`src/rtl/seg7_hex_reader_if.sv`:
```
// Output side of seg7_hex_reader: decoded value plus valid/ready handshake.
// Latency: none (wires only).
// Backpressure: the slave holds off with out_ready=0; the master holds value/digit_err steady meanwhile.
//  out_valid  master->slave  reported sample present
//  out_ready  slave->master  consumer takes the sample on a valid&&ready edge
//  value      master->slave  16-bit decoded {HEX3,HEX2,HEX1,HEX0}
//  digit_err  master->slave  per-digit flag: segment pattern was not a hex glyph
//  deferred   master->slave  sticky flag: a capture was held off by a pending output
interface seg7_hex_reader_if;
    logic        out_valid;
    logic        out_ready;
    logic [15:0] value;
    logic [3:0]  digit_err;
    logic        deferred;

    modport master (
        output out_valid,
        output value,
        output digit_err,
        output deferred,
        input  out_ready
    );

    modport slave (
        input  out_valid,
        input  value,
        input  digit_err,
        input  deferred,
        output out_ready
    );
endinterface

```
`src/rtl/seg7_hex_reader.sv`:
```
// Reads four active-low 7-segment digits back into a 16-bit value, debounced by a stability counter.
// Latency: a new vector is presented STABLE_CYCLES+1 rising edges after it first appears.
// Backpressure: while a report is pending and unaccepted, new stable vectors are not captured (deferred flag set).
//  CLOCK_50   in  system clock, rising edge
//  rst_n      in  asynchronous active-low reset
//  HEX0..HEX3 in  digit segments {g,f,e,d,c,b,a}, active-low, HEX0 = LS nibble
//  out_if     master modport: out_valid/out_ready handshake, value, digit_err, deferred
module seg7_hex_reader #(
    parameter int STABLE_CYCLES = 4,
    parameter int CNT_W         = 8
) (
    input  logic              CLOCK_50,
    input  logic              rst_n,
    input  logic [6:0]        HEX0,
    input  logic [6:0]        HEX1,
    input  logic [6:0]        HEX2,
    input  logic [6:0]        HEX3,
    seg7_hex_reader_if.master out_if
);

    localparam logic [CNT_W-1:0] CNT_SAT = CNT_W'(STABLE_CYCLES);
    localparam logic [CNT_W-1:0] CNT_THR = CNT_W'(STABLE_CYCLES - 1);

    typedef enum logic {
        TRACK   = 1'b0,
        PRESENT = 1'b1
    } state_t;

    state_t           state, state_nxt;
    logic [27:0]      hex_vec;
    logic [27:0]      seg_q;
    logic [27:0]      last_rep;
    logic             last_ok;
    logic [CNT_W-1:0] cnt;
    logic             same;
    logic             stable;
    logic             new_vec;
    logic             capture;
    logic             set_def;
    logic [15:0]      dec_value;
    logic [3:0]       dec_err;
    logic [4:0]       dig_dec;
    logic [15:0]      value_q;
    logic [3:0]       err_q;
    logic             def_q;

    // Returns {err, nibble}; only exact glyph matches decode, everything else (blank included) is an error reading 0.
    function automatic logic [4:0] seg_decode(input logic [6:0] seg);
        case (seg)
            7'b1000000: seg_decode = 5'h00;
            7'b1111001: seg_decode = 5'h01;
            7'b0100100: seg_decode = 5'h02;
            7'b0110000: seg_decode = 5'h03;
            7'b0011001: seg_decode = 5'h04;
            7'b0010010: seg_decode = 5'h05;
            7'b0000010: seg_decode = 5'h06;
            7'b1111000: seg_decode = 5'h07;
            7'b0000000: seg_decode = 5'h08;
            7'b0010000: seg_decode = 5'h09;
            7'b0001000: seg_decode = 5'h0A;
            7'b0000011: seg_decode = 5'h0B;
            7'b1000110: seg_decode = 5'h0C;
            7'b0100001: seg_decode = 5'h0D;
            7'b0000110: seg_decode = 5'h0E;
            7'b0001110: seg_decode = 5'h0F;
            default:    seg_decode = 5'h10;
        endcase
    endfunction

    assign hex_vec = {HEX3, HEX2, HEX1, HEX0};

    always_comb begin
        dec_value = '0;
        dec_err   = '0;
        dig_dec   = '0;
        for (int i = 0; i < 4; i++) begin
            dig_dec              = seg_decode(hex_vec[7*i +: 7]);
            dec_value[4*i +: 4]  = dig_dec[3:0];
            dec_err[i]           = dig_dec[4];
        end
    end

    // The current input is compared against last edge's sample; cnt counts how many edges in a row it matched.
    assign same    = (hex_vec == seg_q);
    assign stable  = same && (cnt >= CNT_THR);
    assign new_vec = stable && (!last_ok || (hex_vec != last_rep));

    always_ff @(posedge CLOCK_50 or negedge rst_n) begin
        if (!rst_n) begin
            seg_q <= '1;
            cnt   <= '0;
        end else begin
            seg_q <= hex_vec;
            if (!same) begin
                cnt <= '0;
            end else if (cnt < CNT_SAT) begin
                cnt <= cnt + CNT_W'(1);
            end
        end
    end

    always_ff @(posedge CLOCK_50 or negedge rst_n) begin
        if (!rst_n) begin
            state <= TRACK;
        end else begin
            state <= state_nxt;
        end
    end

    always_comb begin
        state_nxt = state;
        capture   = 1'b0;
        set_def   = 1'b0;
        case (state)
            TRACK: begin
                if (new_vec) begin
                    capture   = 1'b1;
                    state_nxt = PRESENT;
                end
            end
            PRESENT: begin
                if (out_if.out_ready) begin
                    // Acceptance frees the output slot this same edge, so a waiting vector moves straight in.
                    if (new_vec) begin
                        capture = 1'b1;
                    end else begin
                        state_nxt = TRACK;
                    end
                end else if (new_vec) begin
                    set_def = 1'b1;
                end
            end
            default: state_nxt = TRACK;
        endcase
    end

    always_ff @(posedge CLOCK_50 or negedge rst_n) begin
        if (!rst_n) begin
            value_q  <= '0;
            err_q    <= '0;
            last_rep <= '1;
            last_ok  <= 1'b0;
            def_q    <= 1'b0;
        end else begin
            if (capture) begin
                value_q  <= dec_value;
                err_q    <= dec_err;
                last_rep <= hex_vec;
                last_ok  <= 1'b1;
            end
            if (set_def) begin
                def_q <= 1'b1;
            end
        end
    end

    assign out_if.out_valid = (state == PRESENT);
    assign out_if.value     = value_q;
    assign out_if.digit_err = err_q;
    assign out_if.deferred  = def_q;

endmodule

```
`src/flat_wrapper.sv`:
```
// flat-port wrapper written by rule: the top's interface ports become plain ports
module seg7_hex_reader_flat 
#(
    parameter int STABLE_CYCLES = 4,
    parameter int CNT_W         = 8
)
  (CLOCK_50, rst_n, HEX0, HEX1, HEX2, HEX3, out_if_out_valid, out_if_value, out_if_digit_err, out_if_deferred, out_if_out_ready);
  seg7_hex_reader_if out_if_i ();
  input  logic CLOCK_50;
  input  logic rst_n;
  input  logic [6:0] HEX0;
  input  logic [6:0] HEX1;
  input  logic [6:0] HEX2;
  input  logic [6:0] HEX3;
  output wire logic [$bits(out_if_i.out_valid)-1:0] out_if_out_valid;
  output wire logic [$bits(out_if_i.value)-1:0] out_if_value;
  output wire logic [$bits(out_if_i.digit_err)-1:0] out_if_digit_err;
  output wire logic [$bits(out_if_i.deferred)-1:0] out_if_deferred;
  input wire logic [$bits(out_if_i.out_ready)-1:0] out_if_out_ready;
  assign out_if_out_valid = out_if_i.out_valid;
  assign out_if_value = out_if_i.value;
  assign out_if_digit_err = out_if_i.digit_err;
  assign out_if_deferred = out_if_i.deferred;
  assign out_if_i.out_ready = out_if_out_ready;
  seg7_hex_reader #(.STABLE_CYCLES(STABLE_CYCLES), .CNT_W(CNT_W)) u_core (.CLOCK_50(CLOCK_50), .rst_n(rst_n), .HEX0(HEX0), .HEX1(HEX1), .HEX2(HEX2), .HEX3(HEX3), .out_if(out_if_i));
endmodule
```
`config.mk`:
```
export PLATFORM = sky130hd
export DESIGN_NAME = seg7_hex_reader_flat
export DESIGN_NICKNAME = d
export VERILOG_FILES = /design/src/rtl/seg7_hex_reader_if.sv /design/src/rtl/seg7_hex_reader.sv /design/src/flat_wrapper.sv
export SDC_FILE = /design/constraint.sdc
export NUM_CORES = 1
export LEC_CHECK = 0
export ABC_CLOCK_PERIOD_IN_PS = 3400
export CAP_MARGIN = 20
export CORE_UTILIZATION = 55
export CTS_CLUSTER_DIAMETER = 80
export CTS_CLUSTER_SIZE = 25
export DETAILED_ROUTE_END_ITERATION = 7
export PLACE_DENSITY_LB_ADDON = 0.3
export SLEW_MARGIN = 20
export SYNTH_ARGS = -nofsm -noshare
export SYNTH_HDL_FRONTEND = slang
export SYNTH_SLANG_ARGS = --single-unit
```
`constraint.sdc`:
```
create_clock -name CLOCK_50 -period 3.4 [get_ports CLOCK_50]
set_input_delay 0.68 -clock CLOCK_50 [delete_from_list [all_inputs] [get_ports CLOCK_50]]
set_output_delay 0.68 -clock CLOCK_50 [all_outputs]
set_load 0.05 [all_outputs]
```
### Word level (Yosys, flattened, before mapping)

Index checks and enable logic that the tools add are counted.

| operators by class | value |
|---|---|
| $lt $le $gt $ge | 2 |
| reductions and logical operators | 8 |
| equal/unequal tests | 63 |
| bitwise logic cells | 1 |
| multiplexer cells | 13 |
| add/sub/neg operators | 1 |

Operator list:

| operator | count |
|---|---|
| 5-bit case mux with 16 select lines | 4 |
| 7-bit == test (second input constant) | 16 |
| 7-bit by 5-bit == test with 1-bit output (second input constant) | 12 |
| 7-bit by 6-bit == test with 1-bit output (second input constant) | 12 |
| 7-bit by 2-bit == test with 1-bit output (second input constant) | 8 |
| 7-bit by 4-bit == test with 1-bit output (second input constant) | 8 |
| 28-bit == test | 1 |
| 7-bit by 3-bit == test with 1-bit output (second input constant) | 4 |
| 7-bit logical NOT | 4 |
| 28-bit inequality test | 1 |
| 8-bit 2-to-1 mux | 2 |
| 8-bit by 1-bit adder with 8-bit output (second input constant) | 1 |
| 8-bit by 2-bit greater-or-equal comparator with 1-bit output (second input constant) | 1 |
| 8-bit by 3-bit < comparator with 1-bit output (second input constant) | 1 |
| 1-bit 2-to-1 mux | 5 |
| 1-bit case mux with 2 select lines | 2 |
| 1-bit logical AND | 2 |
| 2-bit inequality test (second input constant) | 1 |
| 1-bit logical NOT | 1 |
| 1-bit logical OR | 1 |
| 1-bit inverter | 1 |

| storage, ports and cells | value |
|---|---|
| word-level logic and storage cells | 96 |
| register bits after elaboration | 87 |
| bits of input ports | 31 |
| output and inout bits | 22 |

### Logic depth before layout (Yosys ltp)

| logic depth | value |
|---|---|
| depth in word-level cells | 6 |
| gate-level depth with buffers | 9 |

### Worst setup path after synthesis

No wires, ideal clock.

| path | value |
|---|---|
| path kind | input to register |
| start | input HEX2[2] |
| end | register u_core.err_q[1], in the netlist u_core.out_if.digit_err[1] |
| buffers on the path | 3 |
| arrival | 2638 ps |
| cell stages on the path | 9 |
| setup time | 125 ps |
| required time | 3275 ps |
| slack | 637 ps |
| path through | buf_2 > xor2_1 > nor4_1 > nand4_1 > nor4_4 > o2111ai_2 > buf_6 > buf_6 > mux2_4 |

| on the way | value |
|---|---|
| longest elaborated chain between the ends | 6 |
| elaborated cells on any way between the ends | 8 |

Ends and longest elaborated chain:

| what | line | text |
|---|---|---|
| start, declared | flat_wrapper.sv:13 | `input logic [6:0] HEX2;` |
| 28-bit == test / 28-bit inequality test (equally long branches) | seg7_hex_reader.sv:84, seg7_hex_reader.sv:86 |  |
| 1-bit logical AND / 1-bit logical OR (equally long branches) | seg7_hex_reader.sv:85, seg7_hex_reader.sv:86 |  |
| 1-bit logical AND (*) | seg7_hex_reader.sv:86 | `assign new_vec = stable && (!last_ok \|\| (hex_vec != last_rep));` |
| 1-bit 2-to-1 mux (*) | seg7_hex_reader.sv:116, seg7_hex_reader.sv:124 |  |
| 1-bit 2-to-1 mux | seg7_hex_reader.sv:122 | `if (out_if.out_ready) begin` |
| 1-bit case mux with 2 select lines (*) | seg7_hex_reader.sv:114 | `case (state)` |
| end signal, assigned | seg7_hex_reader.sv:147 | `err_q <= dec_err;` |
| end, declared | seg7_hex_reader.sv:44 | `logic [3:0] err_q;` |

Mark *: on every way between the ends. The rest lies on a longest branch, timed or not.
A chain may end at the register's enable or synchronous reset.

### Final worst setup path

| path | value |
|---|---|
| start | input HEX3[4] |
| end | register u_core.err_q[1], in the netlist u_core.out_if.digit_err[1] |

| on the way | value |
|---|---|
| longest elaborated chain between the ends | 6 |
| elaborated cells on any way between the ends | 8 |

Ends and longest elaborated chain:

| what | line | text |
|---|---|---|
| start, declared | flat_wrapper.sv:14 | `input logic [6:0] HEX3;` |
| 28-bit == test / 28-bit inequality test (equally long branches) | seg7_hex_reader.sv:84, seg7_hex_reader.sv:86 |  |
| 1-bit logical AND / 1-bit logical OR (equally long branches) | seg7_hex_reader.sv:85, seg7_hex_reader.sv:86 |  |
| 1-bit logical AND (*) | seg7_hex_reader.sv:86 |  |
| 1-bit 2-to-1 mux (*) | seg7_hex_reader.sv:116, seg7_hex_reader.sv:124 |  |
| 1-bit 2-to-1 mux | seg7_hex_reader.sv:122 |  |
| 1-bit case mux with 2 select lines (*) | seg7_hex_reader.sv:114 |  |

Marks and branches as above.

==> out/metrics.cfg <==
[clock_network]
clock_sinks=87
cts.path.max_buffers=2
tritoncts.num_buffers=9
clock_latency_ps=360
tritoncts_clock_tree=yes
cts_hold_repair.buffers=0
clock_tree.root_cell=sky130_fd_sc_hd__clkbuf_8
ctsHtreeMaxLevel=3
post-cts-setup-buffer-count=0
clkSlewWorstSetupHoldPaths_ps=90
cts_repair_resize_count=0

[layout]
number_of_fill_cells=619
finalCoreUtilization=0.693
finish.net_count=554
flow.area_growth_from_synthesis_pct=19.5
drive_gt1_frac=0.290
stdcell_area_um2=5810
multi_input_comb_area_um2=2400
seq_area_um2=2250
number_of_antenna_cells_inserted=0

[die]
die_height_um=96
ioPinCount=53
site_row_count=33
die_area_um2=9220
fp.coreArea_um2=8380
fp.dieW_um=96
floorplan.initialDensity=0.580

[worst_setup_path]
endpoint_kind=flip-flop
timing_worst_setup_path_type=input pin to flip-flop
worstPathMaxFanout=16
data_arrival_time_at_the_worst_slack_endpoint_ps=3170
cp.required_ps=3650
timing.critical_path.from_type=input pin

[flow_run]
max_cap_violations=0

[global_route]
grt_start_max_net_pins=88
grt_antenna_before_repair=0
grt_overflow_total=0
first_pass_grt_wire_length_mm=17.7
grt_usage=0.257
first_global_vias=3573

[pwr]
switching_share_of_total_power=0.258
switching_power_uw=536
power_density_nw_per_um2=358
power.share.combinational=0.136
internal_power_uw=1540
max-vdd-ir-drop_v=0.000243
power_frac_clock=0.347
seqPwrFrac=0.517
p_leak_uw=0.00247

[logic_synthesis]
yosys_warnings=0
synth_enable_flop_cells=0
netlist-cell-type-count=63
ffs_latches_synth=87
post_synth_xor_area_fraction=0.0991
synth-compound-area-share=0.113
synth_top_area_share=0.303
synth_area_per_inst_um2=10.4
post_synth_arst_share=1.00
syn-cell-area_um2=4860
netlist_instances=466
yosys-top-cells-area=sky130_fd_sc_hd__dfstp_2 (30%), sky130_fd_sc_hd__dfrtp_1 (16%), sky130_fd_sc_hd__mux2_2 (9.0%)
muxShareOfSynthArea=0.113
part_of_the_yosys_area_used_for_sequential_elements=0.462
synth_fa_ha_area_frac=0.00257
synth_largest_area_cell=sky130_fd_sc_hd__dfstp_2
mappedNetlistNets=498
synth_ff_type=sky130_fd_sc_hd__dfstp_2
synth_simple_gate_area_frac=0.164
synth_top_family_by_area=simple AND/OR/NAND/NOR gates

[detailed_routing]
drt_pre_antenna_iters=4
met2RoutedLength_mm=5.10
route.antenna.remaining_nets=0
route.met3.wl_um=507
routed-via-count=3722
detail_route.wl_per_cell_um=17.2
dr.first_iter.drc_count=295
routed_wirelength_mm=10.9
detail_route.vias_per_cell=5.89
m1WireLength_mm=4.85
maxUsedRoutingLayer=met4
remaining_drc_errors=0

[run_status]
run_status=completed

[min_path]
holdCritPathClass=input pin to async pin

[timing]
totalNegativeSetupSlack_ps=0
relSlewSlack=0.489
final_min_period_over_clock_period=0.860
worst_pin_slew_ps=766
max_freq_mhz=342
final-setup-viol-count=0
rsz0062_at_grt=no
period_needed_ps=2920
hold_violations=0
report.final.slew_viol_count=0
clock-skew-final_ps=9.73

[placed_design]
place.gp.congestion=0.916
number_of_port_buffers=52
dpl.hpwl_mm=7.61
placedInstanceArea_um2=5610

## worst max-delay path, cell delays in order
cell	delay [ps]
sky130_fd_sc_hd__clkdlybuf4s50_1	490
sky130_fd_sc_hd__xor2_1	200
sky130_fd_sc_hd__nor4_1	440
sky130_fd_sc_hd__nand4_1	220
sky130_fd_sc_hd__nor4_4	400
sky130_fd_sc_hd__o2111ai_4	190
sky130_fd_sc_hd__buf_4	250
sky130_fd_sc_hd__mux2_4	320
## power by group through the flow
stage | Combinational (uW) | Clock (uW) | Sequential [uW]
2_1_floorplan | 150 | 0 | 1090
3_3_place_gp | 272 | 0 | 1090
3_5_place_dp | 279 | 0 | 1090
4_1_cts | 280 | 736 | 1070
5_1_grt | 308 | 781 | 1080
6_report | 282 | 721 | 1070
## flip-flops by register name (all words and copies together), names as in the netlist
register and flops:
u_core.cnt 8, u_core.last_ok 1, u_core.last_rep 28, u_core.out_if.deferred 1, u_core.out_if.digit_err 4, u_core.out_if.out_valid 1, u_core.out_if.value 16, u_core.seg_q 28
## metrics by stage
step	std cells	setup slack, ps	hold slack, ps	total power (uW)
floorplan	466	637	384	1240
global placement	616	130	460	1360
detailed placement	616	123	466	1370
CTS	632	502	490	2090
global route	632	386	431	2160
finish	632	476	350	2080
## worst paths after layout
check | from | end | slack, ps | cells past startpoint
worst max-delay path | HEX3[4] | u_core.out_if.digit_err[1] | 480 | 8
worst min-delay path | rst_n | u_core.cnt[4] | 350 | 1
worst max register to register | u_core.seg_q[1] | u_core.out_if.digit_err[1] | 830 | 7
worst min register to register | u_core.out_if.deferred | u_core.out_if.deferred | 490 | 1
max in group asynchronous | rst_n | u_core.out_if.value[12] | 2510 | 1
min in group CLOCK_50 | u_core.out_if.deferred | u_core.out_if.deferred | 490 | 1
## kinds of logic after synthesis
group	Yosys count
AND/OR/NAND/NOR	139
adder cells (fa/ha/maj)	1
XOR/XNOR	55
flip-flops	87
multiplexers	49
buffers and inverters	55
AO/OA/AOI/OAI	80
## cell usage in the layout (no fill, tap or decap), types with 14 or more instances in the layout
cell / instances
sky130_fd_sc_hd__xnor2_1: 32
sky130_fd_sc_hd__mux2_2: 39
sky130_fd_sc_hd__clkdlybuf4s50_1: 51
sky130_fd_sc_hd__buf_4: 31
sky130_fd_sc_hd__inv_1: 16
sky130_fd_sc_hd__dfstp_2: 56
sky130_fd_sc_hd__xor2_1: 23
sky130_fd_sc_hd__nor4_1: 14
sky130_fd_sc_hd__nor2_1: 23
sky130_fd_sc_hd__nand2_1: 19
sky130_fd_sc_hd__a21oi_1: 20
sky130_fd_sc_hd__nor3_1: 17
sky130_fd_sc_hd__dfrtp_1: 31
## synthesized netlist by cell type, types with 8 or more instances
| cell type | count |
|---|---|
| sky130_fd_sc_hd__nor4_1 | 14 |
| sky130_fd_sc_hd__inv_1 | 16 |
| sky130_fd_sc_hd__nor3_1 | 17 |
| sky130_fd_sc_hd__dfrtp_1 | 31 |
| sky130_fd_sc_hd__o21ai_0 | 11 |
| sky130_fd_sc_hd__a21oi_1 | 20 |
| sky130_fd_sc_hd__xor2_1 | 23 |
| sky130_fd_sc_hd__clkbuf_1 | 32 |
| sky130_fd_sc_hd__nand2_1 | 19 |
| sky130_fd_sc_hd__mux2i_1 | 8 |
| sky130_fd_sc_hd__nand4_1 | 11 |
| sky130_fd_sc_hd__nor2_1 | 23 |
| sky130_fd_sc_hd__mux2_2 | 39 |
| sky130_fd_sc_hd__xnor2_1 | 32 |
| sky130_fd_sc_hd__dfstp_2 | 56 |
| sky130_fd_sc_hd__nand2b_1 | 11 |
## area by class of cell
type                            count  area share
Multi-Input combinational cell    324       0.413
Sequential cell                    87       0.387
Inverter                           16      0.0103
Tap cell                          105      0.0226
Clock buffer                       10      0.0237
Clock inverter                      6      0.0103
Timing Repair Buffer               84       0.133
## metal layers
layer,GRT usage,vias up
met4,0.127,0
li1,-,1774
met5,0,-
met3,0.0363,33
met2,0.408,109
met1,0.346,1806
Note: power is estimated with default switching activity, not from simulation.
